==> src/rtl/sat_counter.sv <==
// Saturating up-counter with synchronous clear; clear has priority over increment.
module sat_counter #(
    parameter int W = 8
) (
    input  logic         clk,
    input  logic         rst,
    input  logic         i_clr,
    input  logic         i_inc,
    output logic [W-1:0] o_count
);

    logic [W-1:0] r_count;

    // NOTE: sequential state uses non-blocking (<=) so every flop samples pre-edge values.
    always_ff @(posedge clk or posedge rst) begin
        if (rst) begin
            r_count <= '0;
        end else if (i_clr) begin
            r_count <= '0;
        end else if (i_inc && (r_count != '1)) begin
            r_count <= r_count + 1'b1;
        end
    end

    assign o_count = r_count;

endmodule

==> config.mk <==
export PLATFORM = sky130hd
export DESIGN_NAME = sat_counter
export DESIGN_NICKNAME = d
export VERILOG_FILES = /design/src/rtl/sat_counter.sv
export SDC_FILE = /design/constraint.sdc
export NUM_CORES = 1
export LEC_CHECK = 0
export ABC_CLOCK_PERIOD_IN_PS = 1900
export CAP_MARGIN = 40
export CORE_AREA = 5 5 42 44
export CTS_CLUSTER_SIZE = 20
export DETAILED_ROUTE_END_ITERATION = 7
export DIE_AREA = 0 0 47 49
export PLACE_DENSITY = 0.63
export RECOVER_POWER = 25
export SLEW_MARGIN = 15
export SYNTH_ARGS = -nofsm -noshare
export SYNTH_HDL_FRONTEND = slang
export SYNTH_SLANG_ARGS = --single-unit
==> constraint.sdc <==
create_clock -name clk -period 1.9 [get_ports clk]
set_clock_uncertainty 0.15 [all_clocks]
set_input_delay 0.38 -clock clk [delete_from_list [all_inputs] [get_ports clk]]
set_output_delay 0.38 -clock clk [all_outputs]
set_load 0.01 [all_outputs]
[Word-level counts from Yosys, hierarchy flattened]
Cells that the tools add are included.
Storage, ports and cells
  output and inout bits: 8
  register bits: 8
  word-level logic and storage cells: 7
Operators by class
  reduce and logical (&&, ||, !) cells: 2
  equal/unequal tests: 1
  muxes and demuxes: 2
  add/subtract/negate cells: 1
Operator list (count)
  2-to-1 mux 8 bit: 2
  adder 8 x 1 -> 8 bit (second input constant): 1
  != test 8 bit (second input constant): 1
  nonzero test 2 bit: 1
  logical AND 1 bit: 1

[Logic depth before layout (Yosys ltp)]
Gate-level depths: netlist of the first run.
  depth after elaboration: 4
  depth in mapped cells: 4

[Worst setup path after synthesis of the first run]
OpenSTA, ideal clock, no wires.
  kind: flip-flop to flip-flop
  start: register r_count[0], in the netlist o_count[0]
  end: register r_count[5], in the netlist o_count[5]
  stages on the path, launching flop included: 5
  setup slack: 162 ps
  buffers on the path: 0
  setup time: 125 ps
  clock period less this slack: 1738 ps
  arrival time: 1463 ps
  path through: dfrtp_1 -> ha_1 -> and3_1 -> a211oi_2 -> mux2_4
On the way
  word-level cells in the longest chain between the ends: 3
Ends and longest elaborated chain
  from (decl): RTL line 12  | logic [W-1:0] r_count;
  from (signal assigned): RTL line 21  | r_count <= r_count + 1'b1;
  adder 8 x 1 -> 8 bit or != test 8 bit (tied branches): RTL line 21, 20
  2-to-1 mux 8 bit or logical AND 1 bit (tied branches): RTL line 20  | end else if (i_inc && (r_count != '1)) begin
  2-to-1 mux 8 bit or nonzero test 2 bit (tied branches)
Several ways; a longest one is shown, not always the timed one. The select of a mux whose other input is x is not followed.
A chain may end at the register's enable or synchronous reset.

[Final worst setup path of the first run]
  start: register r_count[0], in the netlist o_count[0]
  end: output o_count[0]
RTL lines
  to (decl): RTL line 9  | output logic [W-1:0] o_count
No word-level cell between the ends.

==> results of run 1 <==
-- cells in the final DEF (no fill, tap or decap), drive strengths merged, types with 3 or more instances in the layout --
cell type	n
clkdlybuf4s50	10
dfrtp	8
nand2	4
nor2b	4
nor2	4
mux2	4
a21oi	4
clkbuf	3
buf	3
-- metal layers --
layer  global-route usage  part of all wire
met1               0.1348              0.47
met3              0.05535             0.060
met2               0.1312              0.46
met4              0.04147             0.011
met5                    0                 0
-- stage by stage --
| step | total power, mW | std cells | hold slack (ps) |
|---|---|---|---|
| floorplan | 0.2038 | 49 | 45.66 |
| global placement | 0.2278 | 77 | 415.1 |
| detailed placement | 0.2290 | 77 | 450.3 |
| CTS | 0.3621 | 80 | 229.2 |
| global route | 0.3767 | 80 | 387.6 |
| finish | 0.3530 | 80 | 360.0 |
-- power by group --
part,internal [mW],switching [mW]
Combinational,0.0251,0.0206
Clock,0.0721,0.0560
Sequential,0.175,0.00437
Total,0.272,0.0810
-- worst max-delay path by stage --
stage / start / to / slack, ps / cells past startpoint
final: o_count[0] / o_count[0] / 80 / 2
after global routing: o_count[7] / o_count[7] / 40 / 1
after CTS: o_count[0] / o_count[0] / 80 / 2
after detailed placement: i_inc / o_count[5] / 8 / 4
after global placement: i_inc / o_count[5] / 20 / 4
after floorplan: o_count[0] / o_count[5] / 160 / 4
-- logic make-up after synthesis --
kind of cell    Yosys count
buf+inv                   4
fa+ha+maj                 1
mux                       5
flops                     8
compound gates            9
simple gates             22
-- cell type report --
cell class / instances / area share
inverter: 2 / 0.01130
timing repair buffer: 14 / 0.1996
tap: 16 / 0.03013
sequential: 8 / 0.3013
clock buffer: 3 / 0.03390
multi-input combinational: 37 / 0.4237
-- critical path, stage by stage, from the launching register on --
cell	delay [ps]
dfrtp_1	370
buf_4	130
clkdlybuf4s50_1	530
==> summary.md, run 1 <==
| Metric | Value |
|---|---|
| Post-synthesis mux area share | `0.1390` |
| Mapped Area | `between 500 and 600 um2` |
| First-pass GRT wire length | `1649 um` |
| Final Hold Vio Count | `0` |
| Pre-CTS WS | `about 7.7 ps` |
| Post-DP HPWL | `747.9 um` |
| Peak supply drop | `0.3448 mV` |
| EDFF count, synth | `0` |
| Largest net degree at the start of global routing | `11` |
| Die width | `roughly 47 um` |
| Clock buffer depth | `2` |
| Number of max-cap violations | `0` |
| # IOs | `12` |
| Largest fanout on the critical path | `4` |
| Largest family of logic cells by synthesized area | `simple AND/OR/NAND/NOR gates` |
| CTS tree | `yes` |
| FF+latch area | `200.2 um2` |
| Worst path arrival time | `about 1300 ps` |
| Clk Latency, worst-skew pair | `between 200 and 300 ps` |
| Cell variety after synth | `25` |
| H-tree levels | `1` |
| #FFs+latches synth | `8` |
| Post-route worst setup slack | `83.49 ps` |
| Global Route Usage Sum | `0.1007` |
| Leak Pwr | `0.3006 nW` |
| Core area | `around 1400 um2` |
| Antenna Nets Post-Route | `0` |
| CTS Buf Count | `3` |
| XOR/XNOR Fraction of Synth Area | `0` |
| CTS Hold Bufs | `0` |
| Avg Synthesized Cell Area | `around 10 um2` |
| Gpl congestion | `0.7657` |
| Worst Path Required | `around 1400 ps` |
| CTS root buffer | `clkbuf_4` |
| Number of flip-flops in the largest register | `8` |
| Post-synthesis net count | `54` |
| Die area | `between 2000 and 2500 um2` |
| DR vias/cell | `~5` |
| Count of final setup violators | `0` |
| Row cnt | `14` |
| Area share of the largest cell type after synthesis | `0.3970` |
| Relative slew slack | `0.7736` |
| Yosys warns | `0` |
| # nets final | `between 70 and 80` |
| Post-synth ARST share | `1.000` |
| Vias | `399` |
| Most area-hungry cell type in the Yosys netlist | `dfrtp_1` |
| Placed cell area | `approximately 640 um2` |
| Post-route cell area | `664.4 um2` |
| Port buffer count | `11` |
| Initial antenna violation count | `0` |
| Post-CTS Resized | `0` |
| Post-synthesis sequential area ratio | `0.3970` |
| Achievable clock frequency | `550.5 MHz` |
| Clock transition at path regs | `around 50 ps` |
| CP Launch Type | `flip-flop` |
| Post-Synth Simple-Gate Area | `0.2382` |
| Top-count cell post-synth | `dfrtp_1` |
| Setup bufs post-CTS | `0` |
| Post-synth top cells | `dfrtp_1, mux2_4, nand2_1, nor2_1, nor2b_1` |
| RSZ-0062 raised after global routing | `no` |
| TNS Setup | `0 ps` |
| Minimum clock period | `around 1800 ps` |
| Cells on worst reg2reg path | `4` |
| Actual slew at the worst max-slew pin | `~340 ps` |
| R2r setup slk | `approximately 170 ps` |
| Hold WC Path Type | `input pin to asynchronous set/reset pin` |
| Final Max Tran Viols | `0` |
| Drt first pass iters | `4` |
| Routed WL | `986 um` |
| Fin util | `0.4741` |
| Synth Area in Compound Gates | `0.1563` |
| Setup crit end kind | `output port` |
| Gr ovfl total | `0` |
| CTS Sinks | `8` |
| Starting density of the core | `0.3598` |
| Vias in the first global route | `~380` |
| Largest cells by area after synthesis | `dfrtp_1, mux2_4, nor2b_1` |
| Area of the multi-input gates | `281.5 um2` |
| Wirelength per Cell | `roughly 12 um` |
| Period Utilization, post-route | `0.9561` |
| Fillers | `142` |
| Worst R2R Start | `o_count[0]` |
| Power per Cell Area | `roughly 530 nW/um2` |
| Syn Inst Count | `49` |
| Share of layout cells above drive strength 1 | `0.2188` |
| Starting DRT DRC Count | `8` |
| Worst Setup Path Type | `flip-flop to output port` |
| Top FF cell, synth | `dfrtp_1` |
| P&R area growth vs syn | `31.76%` |
| Adder-Cell Fraction of Synth Area | `0.02481` |
| ANT cells | `0` |
| Outcome | `complete, no violations` |
| Vert. Die Dim | `between 40 and 50 um` |
| Residual DRC count | `0` |
| Worst flop-to-flop path endpoint | `o_count[5]` |
Power figures use the tool's default switching activity.
==> run 2: changes to the inputs <==
--- a/config.mk
+++ b/config.mk
@@ -13,7 +13,7 @@
 export DIE_AREA = 0 0 47 49
 export PLACE_DENSITY = 0.63
 export RECOVER_POWER = 25
-export SLEW_MARGIN = 15
+export SLEW_MARGIN = 40
 export SYNTH_ARGS = -nofsm -noshare
 export SYNTH_HDL_FRONTEND = slang
 export SYNTH_SLANG_ARGS = --single-unit
==> results of run 2 <==
Final layout, timing and power as in run 1 (identical DEF).
